**src/rtl/sumador_segmentado_pkg.sv**
```systemverilog
// Shared definitions for the pipelined add/subtract unit.
// Holds the operation encoding and the segment-width/configuration helpers.
package sumador_segmentado_pkg;

    localparam logic ADD = 1'b0;
    localparam logic SUB = 1'b1;

    // Bits handled by each pipeline segment.
    function automatic int seg_width(input int width, input int stages);
        return width / stages;
    endfunction

    // A legal configuration splits the operand into equal segments.
    function automatic bit cfg_ok(input int width, input int stages);
        return (stages >= 1) && (width >= stages) && (width % stages == 0);
    endfunction

endpackage

```
**src/rtl/sumador_segmentado_seg.sv**
```systemverilog
// sumador_seg: combinational SEG-bit adder slice, one per pipeline stage.
// Ports: a, b (SEG) operands, ci carry-in; s (SEG) sum, co carry-out.
module sumador_seg #(
    parameter int SEG = 4
) (
    input  logic [SEG-1:0] a,
    input  logic [SEG-1:0] b,
    input  logic           ci,
    output logic [SEG-1:0] s,
    output logic           co
);

    logic [SEG:0] t;

    assign t  = {1'b0, a} + {1'b0, b} + {{SEG{1'b0}}, ci};
    assign s  = t[SEG-1:0];
    assign co = t[SEG];

endmodule

```
**src/rtl/sumador_segmentado.sv**
```systemverilog
// sumador_segmentado: pipelined WIDTH-bit add/subtract, STAGES segments,
// valid/ready handshake with full stall under back-pressure.
// Ports: clk, rst_n (async, active-low); in_valid/in_ready, a, b, c_in, sub
// (0: a+b+c_in, 1: a-b-c_in); out_valid/out_ready, sum, carry
// (in sub mode 1 = no borrow); ovf signed overflow.
// Build option: define SUMADOR_OVF_EN to add the ovf port and its logic.
module sumador_segmentado
    import sumador_segmentado_pkg::*;
#(
    parameter int WIDTH  = 8,
    parameter int STAGES = 2
) (
    input  logic             clk,
    input  logic             rst_n,
    input  logic             in_valid,
    output logic             in_ready,
    input  logic [WIDTH-1:0] a,
    input  logic [WIDTH-1:0] b,
    input  logic             c_in,
    input  logic             sub,
    output logic             out_valid,
    input  logic             out_ready,
    output logic [WIDTH-1:0] sum,
`ifdef SUMADOR_OVF_EN
    output logic             ovf,
`endif
    output logic             carry
);

    localparam int SEG  = seg_width(WIDTH, STAGES);
    localparam int LAST = STAGES - 1;

    if (!cfg_ok(WIDTH, STAGES)) begin : g_bad_cfg
        $error("sumador_segmentado: WIDTH must be a multiple of STAGES");
    end

    logic             adv;
    logic [WIDTH-1:0] bb;
    logic             ci;

    // Stage inputs: stage 0 sees the ports, stage k sees register k-1.
    logic [WIDTH-1:0] in_a [STAGES];
    logic [WIDTH-1:0] in_b [STAGES];
    logic [WIDTH-1:0] in_s [STAGES];
    logic             in_c [STAGES];
    logic             in_v [STAGES];

    logic [SEG-1:0]   sg_s  [STAGES];
    logic             sg_co [STAGES];

    // Registers after each stage; a/b keep the not-yet-added upper
    // segments, s accumulates the finished lower segments.
    logic [WIDTH-1:0] a_q [STAGES];
    logic [WIDTH-1:0] a_d [STAGES];
    logic [WIDTH-1:0] b_q [STAGES];
    logic [WIDTH-1:0] b_d [STAGES];
    logic [WIDTH-1:0] s_q [STAGES];
    logic [WIDTH-1:0] s_d [STAGES];
    logic             c_q [STAGES];
    logic             c_d [STAGES];
    logic             v_q [STAGES];
    logic             v_d [STAGES];

    // The whole pipeline moves in lock-step, only when the output
    // slot is empty or being drained.
    assign adv      = ~v_q[LAST] | out_ready;
    assign in_ready = adv;

    // Subtraction as a + ~b + ~borrow.
    assign bb = (sub == SUB) ? ~b : b;
    assign ci = (sub == SUB) ? ~c_in : c_in;

    for (genvar k = 0; k < STAGES; k++) begin : g_stage
        if (k == 0) begin : g_first
            assign in_a[k] = a;
            assign in_b[k] = bb;
            assign in_s[k] = '0;
            assign in_c[k] = ci;
            assign in_v[k] = in_valid;
        end else begin : g_next
            assign in_a[k] = a_q[k-1];
            assign in_b[k] = b_q[k-1];
            assign in_s[k] = s_q[k-1];
            assign in_c[k] = c_q[k-1];
            assign in_v[k] = v_q[k-1];
        end

        sumador_seg #(
            .SEG (SEG)
        ) u_seg (
            .a  (in_a[k][k*SEG +: SEG]),
            .b  (in_b[k][k*SEG +: SEG]),
            .ci (in_c[k]),
            .s  (sg_s[k]),
            .co (sg_co[k])
        );
    end

    always_comb begin
        for (int k = 0; k < STAGES; k++) begin
            v_d[k] = v_q[k];
            a_d[k] = a_q[k];
            b_d[k] = b_q[k];
            s_d[k] = s_q[k];
            c_d[k] = c_q[k];
            if (adv) begin
                v_d[k] = in_v[k];
                a_d[k] = in_a[k];
                b_d[k] = in_b[k];
                s_d[k] = in_s[k];
                s_d[k][k*SEG +: SEG] = sg_s[k];
                c_d[k] = sg_co[k];
            end
        end
    end

    always_ff @(posedge clk or negedge rst_n) begin
        if (!rst_n) begin
            for (int k = 0; k < STAGES; k++) begin
                v_q[k] <= 1'b0;
                a_q[k] <= '0;
                b_q[k] <= '0;
                s_q[k] <= '0;
                c_q[k] <= 1'b0;
            end
        end else begin
            for (int k = 0; k < STAGES; k++) begin
                v_q[k] <= v_d[k];
                a_q[k] <= a_d[k];
                b_q[k] <= b_d[k];
                s_q[k] <= s_d[k];
                c_q[k] <= c_d[k];
            end
        end
    end

    assign out_valid = v_q[LAST];
    assign sum       = s_q[LAST];
    assign carry     = c_q[LAST];

`ifdef SUMADOR_OVF_EN
    logic ovf_q;
    logic ovf_d;

    // Carry into the MSB is a^b^s at the MSB; overflow when it differs
    // from the carry out of the MSB.
    always_comb begin
        ovf_d = ovf_q;
        if (adv) begin
            ovf_d = in_a[LAST][WIDTH-1] ^ in_b[LAST][WIDTH-1]
                  ^ sg_s[LAST][SEG-1] ^ sg_co[LAST];
        end
    end

    always_ff @(posedge clk or negedge rst_n) begin
        if (!rst_n) begin
            ovf_q <= 1'b0;
        end else begin
            ovf_q <= ovf_d;
        end
    end

    assign ovf = ovf_q;
`endif

endmodule

```
**config.mk**
```make
export PLATFORM = sky130hd
export DESIGN_NAME = sumador_segmentado
export DESIGN_NICKNAME = d
export VERILOG_FILES = /design/src/rtl/sumador_segmentado_pkg.sv /design/src/rtl/sumador_segmentado_seg.sv /design/src/rtl/sumador_segmentado.sv
export SDC_FILE = /design/constraint.sdc
export NUM_CORES = 1
export LEC_CHECK = 0
export CAP_MARGIN = 20
export CELL_PAD_IN_SITES_DETAIL_PLACEMENT = 0
export CELL_PAD_IN_SITES_GLOBAL_PLACEMENT = 1
export CORE_MARGIN = 10
export CORE_UTILIZATION = 36
export DETAILED_ROUTE_END_ITERATION = 16
export PLACE_DENSITY_LB_ADDON = 0.08
export SLEW_MARGIN = 20
export SYNTH_ARGS = -nofsm -noshare
export SYNTH_HDL_FRONTEND = slang
export SYNTH_SLANG_ARGS = --single-unit
```
**constraint.sdc**
```tcl
create_clock -name clk -period 1.6 [get_ports clk]
set_input_delay 0.32 -clock clk [delete_from_list [all_inputs] [get_ports clk]]
set_output_delay 0.32 -clock clk [all_outputs]
set_load 0.01 [all_outputs]
```
==> results.ini, run 1 <==
[synth]
synth_top_cell_by_area = dfrtp_1
ys_warn_count = 0
synth_top_cell_area_share = 0.472
synth_nets = 157
syn_inst = 125
ys_seq_elements = 24
synth.avg_cell_area_um2 = 10.2
seq_area_frac_synth = 0.472
yosys-top-cells-area = dfrtp_1 47%, nand2_1 12%, fa_1 6.3%
synth_area_mm2 = 0.00127
synth_cell_types = 21

[clocking]
hold_buffers = 0
h-tree-depth = 1
cts.clk_slew.worst_paths_ns = 0.14
cts_buffer_depth = 2
worstSkewPairLatency_ns = 0.32
cts_tree = done
cts_root_buf = clkbuf_4
cts_buffers = 3
cts.sinks = 24

[routing]
routed_via_density = 4.26
drtPass1Iterations = 4
drt_iter0_drc = 33
vias = 894
wire_per_inst_um = 12.0
drc = 0
antenna_left = 0
wirelength_um = 2530

[min_path]
hold_path.class = in -> async

[final_layout]
layout.nets = 197
area_delta_synth_final_pct = 36.8
seqCellArea_um2 = 601
layout_common_cells = 41 x nand2_1, 24 x dfrtp_1, 18 x clkdlybuf4s50_1
drive_gt1_frac = 0.189
multi_input_area_um2 = 621
diodes = 0
layout_commonest_cell = nand2_1
n_fill_cell = 342

[floorplan]
start_util = 0.378
die_w_um = 79.5
die_h_um = 79.5
placementRows = 21
dieArea_mm2 = 0.00631
core_mm2 = 0.00336
boundaryPins = 33

[worst_setup_path]
worstSetupEndpointType = flip-flop
crit_end = c_q[1]
worstSetupPathType = in -> reg
crit_slowest_cell = fa_2
cp.arrival_ns = 1.79
path_buf_inv = 1
worstReg2RegStart = a_q[12]
crit_required_ns = 1.80
critPathMaxFanout = 2
worstSetupPathDepth = 7
reg2reg_to = sum[5]
start_kind = primary input
crit_start = c_in
reg2reg_depth = 4
max_stage_delay_ns = 0.37
crit_chain = clkdlybuf4s15_1 > xor2_1 > fa_2 > fa_2 > a21o_1 > a21oi_2 > a21oi_2
reg2reg_setup_slack_ns = 0.10
cp_top_family = adder cells

[pwr]
p_per_area_mw_per_mm2 = 1100
power.share.sequential = 0.444
combPwrFrac = 0.390
switchingPower_uw = 607
swShare = 0.316
peakVddDrop_uv = 309
clkPwrFrac = 0.166
p_leak_nw = 0.885
p_int_mw = 1.31

[grt]
grtUsageMet1 = 0.0991
grt_max_degree = 25
use_met2 = 0.130
grt_overflow_total = 0
grt.total_usage = 0.0834
busiest_layer = met2
antenna_found_initial = 0
grt_pass1_vias = 977
use_met3 = 0.0248
grt_pass1_wl_um = 4280

[sta]
max_freq_ghz = 0.628
min_period_ns = 1.59
max_slew.worst_pin.slew_ns = 0.296
maxSlewViolCount = 0
finalSetupTns_ns = 0
setup_viol = 0
hold_viol = 0
fin_crit_sh = 0.995
relSlewSlack = 0.802
fin_worst_skew_ns = 0.0119
holdWs_ns = 0.333
rsz0062_at_grt = true

[place]
gp_congestion = 0.737
post-dp-hpwl_um = 1980
place.port_buffers = 32

[outcome]
status = completed

[job]
cap_violations = 0

==> layer usage <==
layer | share of wire | wire [um]
met2 | 0.46 | 1150
met4 | 0.020 | 51
met1 | 0.47 | 1190
met5 | 0 | 0
met3 | 0.051 | 128
==> worst register-to-register path: stages, from the launching register on <==
cell and delay (ns):
dfrtp_1 0.43, fa_2 0.40, inv_1 0.08, fa_2 0.43, a21oi_2 0.12
==> power by group through the flow <==
stage | clock (mW) | sequential [mW] | combinational [mW]
floorplan | 0 | 0.909 | 0.393
global placement | 0 | 0.867 | 0.770
detailed placement | 0 | 0.871 | 0.777
CTS | 0.332 | 0.858 | 0.779
global route | 0.360 | 0.875 | 0.844
finish | 0.319 | 0.852 | 0.750
==> cell families after synthesis <==
family / after synthesis / share of synthesized area
buffers and inverters: 10 / 0.0600
AND/OR/NAND/NOR: 49 / 0.158
AO/OA/AOI/OAI: 19 / 0.0983
XOR/XNOR: 13 / 0.0895
flip-flops: 24 / 0.472
adder cells (fa/ha/maj): 10 / 0.122
==> area by class of cell <==
cell class,count,area share
inverters,4,0.0115
multi-input cells,91,0.357
well taps,46,0.0331
flip-flops and latches,24,0.345
clock buffers,4,0.0208
repair buffers,41,0.233
==> flip-flops by register name, summed over array words and instances, names as in the netlist <==
| signal | flops |
|---|---|
| in_v | 1 |
| out_valid | 1 |
| b_q | 4 |
| c_q | 1 |
| carry | 1 |
| in_s | 4 |
| sum | 8 |
| a_q | 4 |
==> Yosys cell counts <==
cell type and number:
inv_1 3, o21ai_1 3, inv_6 1, buf_6 3
a21o_1 3, a21oi_2 4, nand2b_1 1, xor2_1 9
nor2b_4 1, o21ai_0 4, fa_1 4, nand2_1 41
ha_1 6, buf_4 3, xnor2_1 4, dfrtp_1 24
nor2_1 4, a21oi_1 3, nor2b_1 1, o21ai_2 2
nor2_2 1
==> how the worst min path moves through the flow <==
stage | from | to | slack, ns | cells past startpoint
finish | rst_n | in_v[0] | 0.33 | 2
global route | rst_n | out_valid | 0.35 | 2
CTS | rst_n | in_v[0] | 0.34 | 2
detailed placement | in_v[0] | out_valid | 0.45 | 1
global placement | in_v[0] | out_valid | 0.44 | 1
floorplan | rst_n | a_q[12] | 0.02 | 0
==> per-stage QoR <==
step                      total power, mW   util  std cells  setup WS, ns  instance area [um2]
after global routing                 2.08  0.517        210       -0.0429                 1740
after CTS                            1.97  0.507        209       -0.0481                 1710
final                                1.92  0.517        210       0.00855                 1740
after detailed placement             1.65  0.496        204        -0.757                 1670
after global placement               1.64  0.496        204        -0.730                 1670
after floorplan                      1.30      -        125        -0.251                 1310
==> what timing repair did <==
| action | CTS | global route |
|---|---|---|
| endpoints found under the setup margin | 5 | 12 |
| gates cloned | 0 | 0 |
| pin swaps | 4 | 8 |
| setup buffers | 1 | 1 |
| gates resized for setup | 8 | 18 |
Note: power is estimated with default switching activity, not from simulation.
==> run 2: changes to the inputs <==
--- a/config.mk
+++ b/config.mk
@@ -5,13 +5,14 @@
 export SDC_FILE = /design/constraint.sdc
 export NUM_CORES = 1
 export LEC_CHECK = 0
-export CAP_MARGIN = 20
+export CAP_MARGIN = 25
 export CELL_PAD_IN_SITES_DETAIL_PLACEMENT = 0
 export CELL_PAD_IN_SITES_GLOBAL_PLACEMENT = 1
 export CORE_MARGIN = 10
 export CORE_UTILIZATION = 36
 export DETAILED_ROUTE_END_ITERATION = 16
 export PLACE_DENSITY_LB_ADDON = 0.08
+export SKIP_LAST_GASP = 1
 export SLEW_MARGIN = 20
 export SYNTH_ARGS = -nofsm -noshare
 export SYNTH_HDL_FRONTEND = slang
==> run 2 against run 1 <==
Combinational power about the same. Non-clock buffer count is the same. Critical path depth unchanged. Sequential power about the same. Largest cell class unchanged. Power hardly changed. Cell count stayed put. Sequential share of layout area unchanged.
==> results.ini, run 2 (synthesis gave the netlist of run 1 again) <==
[outcome]
status = completed

[worst_setup_path]
max_stage_delay_ns = 0.37
cp.arrival_ns = 1.79
crit_chain = clkdlybuf4s15_1 > xor2_1 > fa_2 > fa_2 > a21o_1 > a21oi_2 > a21oi_2
path_buf_inv = 1
crit_required_ns = 1.80
start_kind = primary input
crit_slowest_cell = fa_2
cp_top_family = adder cells
worstSetupPathType = in -> reg
worstSetupEndpointType = flip-flop
critPathMaxFanout = 2

[pwr]
clkPwrFrac = 0.166
peakVddDrop_uv = 309
swShare = 0.316
p_per_area_mw_per_mm2 = 1100
combPwrFrac = 0.390
p_leak_nw = 0.885
power.share.sequential = 0.444
switchingPower_uw = 607
p_int_mw = 1.31

[grt]
grt_overflow_total = 0
grt_pass1_vias = 976
grt_pass1_wl_um = 4280
grt_max_degree = 25
antenna_found_initial = 0
grt.total_usage = 0.0832

[routing]
vias = 894
routed_via_density = 4.26
drt_iter0_drc = 32
drc = 0
wirelength_um = 2530
antenna_left = 0
drtPass1Iterations = 4
wire_per_inst_um = 12.0

[final_layout]
layout_commonest_cell = nand2_1
layout.nets = 197
area_delta_synth_final_pct = 36.8
finalCoreUtilization = 0.517
largest_reg_flops = 8
layout_common_cells = 41 x nand2_1, 24 x dfrtp_1, 18 x clkdlybuf4s50_1
drive_gt1_frac = 0.189
final_cells = 210
diodes = 0
n_fill_cell = 342

[sta]
min_period_ns = 1.59
max_freq_ghz = 0.628
max_slew.worst_pin.slew_ns = 0.296
relSlewSlack = 0.802
hold_viol = 0
setup_viol = 0
fin_worst_skew_ns = 0.0120
fin_crit_sh = 0.995
rsz0062_at_grt = true
maxSlewViolCount = 0

[place]
place_inst = 204
place.port_buffers = 32
gp_congestion = 0.737
post-dp-hpwl_um = 1980

[clocking]
cts_buffer_depth = 2
cts_tree = done
cts_buffers = 3
cts.sinks = 24
cts_root_buf = clkbuf_4
cts.clk_slew.worst_paths_ns = 0.14
hold_buffers = 0
h-tree-depth = 1
worstSkewPairLatency_ns = 0.32

[floorplan]
placementRows = 21
boundaryPins = 33
dieArea_mm2 = 0.00631
die_w_um = 79.5
core_mm2 = 0.00336
die_h_um = 79.5
start_util = 0.378

[job]
cap_violations = 0

[min_path]
hold_path.class = in -> async

[run 2: cell counts in the layout (fill, tap and decap cells not counted)]
No cell type changed its count.
[run 2: area by class of cell]
class | instances | area (um2) | area share
Clock buffer | 4 | 36.3 | 0.0208
Tap cell | 46 | 57.6 | 0.0331
Inverter | 4 | 20.0 | 0.0115
Multi-Input combinational cell | 91 | 621 | 0.357
Timing Repair Buffer | 41 | 405 | 0.233
Sequential cell | 24 | 601 | 0.345
[run 2: final timing paths]
check | start | endpoint | slack, ns | cells past startpoint
setup / recovery | c_in | c_q[1] | 0.008 | 7
hold / removal | rst_n | in_v[0] | 0.33 | 2
setup reg to reg | a_q[12] | sum[5] | 0.10 | 4
hold reg to reg | sum[0] | sum[0] | 0.48 | 2
max in group asynchronous | rst_n | c_q[1] | 1.03 | 2
min in group clk | sub | b_q[14] | 0.47 | 4
[run 2: timing repair]
item / CTS / global route
gates resized for setup: 7 / 19
setup endpoints to repair: 5 / 13
buffers inserted: 1 / 1
pin swaps: 4 / 8
[run 2: power groups by stage]
stage                     Clock [mW]  Sequential [mW]  Combinational (mW)
after CTS                      0.332            0.858               0.779
final                          0.319            0.852               0.750
after floorplan                    0            0.909               0.393
after global routing           0.360            0.875               0.844
after global placement             0            0.867               0.770
after detailed placement           0            0.871               0.777
[run 2: per-stage QoR]
stage	hold WS, ns	power [mW]	area [um2]	setup WS [ns]	setup TNS [ns]
final	0.333	1.92	1740	0.00791	0
after global routing	0.347	2.08	1740	-0.0429	-0.0429
after CTS	0.340	1.97	1710	-0.0594	-0.0594
after detailed placement	0.447	1.65	1670	-0.757	-3.09
after global placement	0.444	1.64	1670	-0.730	-3.01
after floorplan	0.0244	1.30	1310	-0.251	-0.534
[run 2: layer usage]
layer / global-route usage / wire [um] / vias up
met5: 0 / 0 / -
met4: 0.0484 / 51 / 0
met3: 0.0248 / 128 / 4
met2: 0.129 / 1150 / 22
met1: 0.0991 / 1190 / 399
li1: - / - / 469
==> run 3: changes to the inputs <==
--- a/config.mk
+++ b/config.mk
@@ -11,7 +11,7 @@
 export CORE_MARGIN = 10
 export CORE_UTILIZATION = 36
 export DETAILED_ROUTE_END_ITERATION = 16
-export PLACE_DENSITY_LB_ADDON = 0.08
+export PLACE_DENSITY_LB_ADDON = 0.1
 export SKIP_LAST_GASP = 1
 export SLEW_MARGIN = 20
 export SYNTH_ARGS = -nofsm -noshare
==> run 3 against run 2 <==
Global-route usage is 0.61 points higher. Wire length grew 3.9%. Sequential share of layout area decreased by 0.87 points. Utilization rose by 1.3 points. Non-clock buffer count unchanged. Sequential power grew 0.6%. Maximum frequency decreased by 0.15%. Via count increased by 2.3%. Count of clock-buffer cells in the layout did not move. Worst hold slack better by 0.0047 ns. Flip-flop and latch count unchanged. Critical path depth stayed put. Critical path type unchanged. Largest cell class unchanged.
==> results.ini, run 3 (synthesis gave the netlist of run 1 again) <==
[worst_setup_path]
worstSetupPathType = in -> reg
worstSetupEndpointType = flip-flop
crit_required_ns = 1.81
critPathMaxFanout = 3
cp.arrival_ns = 1.81
start_kind = primary input

[clocking]
worstSkewPairLatency_ns = 0.31
cts.clk_slew.worst_paths_ns = 0.14
cts_buffers = 3
cts_tree = done
cts_root_buf = clkbuf_4
h-tree-depth = 1
cts_buffer_depth = 2
hold_buffers = 0
cts.sinks = 24

[place]
place.port_buffers = 32
gp_congestion = 0.722
post-dp-hpwl_um = 2030
place_inst = 204

[grt]
grt_pass1_vias = 978
grt_pass1_wl_um = 4590
grt.total_usage = 0.0893
grt_overflow_total = 0
grt_max_degree = 25
antenna_found_initial = 0

[floorplan]
start_util = 0.378
dieArea_mm2 = 0.00631
die_w_um = 79.5
boundaryPins = 33
die_h_um = 79.5
placementRows = 21
core_mm2 = 0.00336

[pwr]
power.share.sequential = 0.440
power.total_mw = 1.95
swShare = 0.322
peakVddDrop_uv = 351
combPwrFrac = 0.393
clkPwrFrac = 0.166
p_int_mw = 1.32
p_leak_nw = 0.917
switchingPower_uw = 627
p_per_area_mw_per_mm2 = 1090

[final_layout]
drive_gt1_frac = 0.207
area_delta_synth_final_pct = 40.3
final_cells = 210
layout_commonest_cell = nand2_1
layout_common_cells = 41 x nand2_1, 24 x dfrtp_1, 17 x clkdlybuf4s50_1
diodes = 0
largest_reg_flops = 8
layout.nets = 197

[routing]
routed_via_density = 4.36
antenna_left = 0
drt_iter0_drc = 21
vias = 915
drc = 0
drtPass1Iterations = 4
wirelength_um = 2620
wire_per_inst_um = 12.5

[outcome]
status = completed

[sta]
fin_worst_skew_ns = 0.00590
maxSlewViolCount = 0
hold_viol = 0
setup_viol = 0
fin_crit_sh = 0.997
max_slew.worst_pin.slew_ns = 0.298
max_freq_ghz = 0.627
relSlewSlack = 0.801
rsz0062_at_grt = true
min_period_ns = 1.59

[min_path]
hold_path.class = in -> async

[job]
cap_violations = 0

run 3: changes by cell type in the layout (fill, tap and decap cells not counted), sizes merged:
cell           change
clkbuf             +1
clkdlybuf4s15      -1
clkdlybuf4s50      -1
dlymetal6s2s       +1
run 3: worst paths after layout:
kind / startpoint / endpoint / slack (ns) / cells past startpoint
setup / recovery: sub / c_q[1] / 0.005 / 7
setup reg to reg: b_q[12] / sum[7] / 0.11 / 5
hold / removal: rst_n / sum[4] / 0.34 / 2
min in group clk: in_v[0] / in_v[0] / 0.47 / 2
hold reg to reg: in_v[0] / in_v[0] / 0.47 / 2
max in group asynchronous: rst_n / b_q[12] / 1.03 / 2
run 3: worst max-delay path, cell delays in order:
cell and delay [ns]:
buf_12 0.11, xor2_4 0.17, fa_2 0.41, fa_2 0.38, a21o_1 0.20, a21oi_2 0.14, a21oi_2 0.06
run 3: timing repair:
item,4_1_cts,5_1_grt
resized for setup,10,26
endpoints found under the setup margin,5,17
buffers inserted,1,1
pin swaps,6,9
run 3: per-layer routing:
metal  global-route usage  vias up  wire length (um)
li1                     -      468                 -
met1                0.113      421              1290
met2                0.138       22              1190
met3               0.0327        4               126
met4               0.0269        0                21
met5                    0        -                 0
run 3: power groups by stage:
stage          combinational, mW  sequential [mW]  clock (mW)
6_report                   0.765            0.857       0.324
4_1_cts                    0.790            0.863       0.336
3_5_place_dp               0.777            0.877           0
5_1_grt                    0.860            0.885       0.367
2_1_floorplan              0.393            0.909           0
3_3_place_gp               0.770            0.867           0
run 3: final cells by class:
class                   instances  area, um2
well taps                      46       57.6
clock buffers                   4       36.3
fillers                       339       1580
flip-flops and latches         24        601
multi-input cells              91        652
inverters                       4       20.0
repair buffers                 41        419
run 3: stage by stage:
stage / TNS, ns / cell area, um2 / util / worst slack [ns] / hold WS, ns
final: 0 / 1790 / 0.531 / 0.00547 / 0.338
after global routing: -0.0181 / 1790 / 0.531 / -0.0181 / 0.334
after CTS: -0.0376 / 1720 / 0.512 / -0.0376 / 0.347
after detailed placement: -3.18 / 1670 / 0.496 / -0.762 / 0.449
after global placement: -3.02 / 1670 / 0.496 / -0.731 / 0.446
after floorplan: -0.534 / 1310 / - / -0.251 / 0.0244
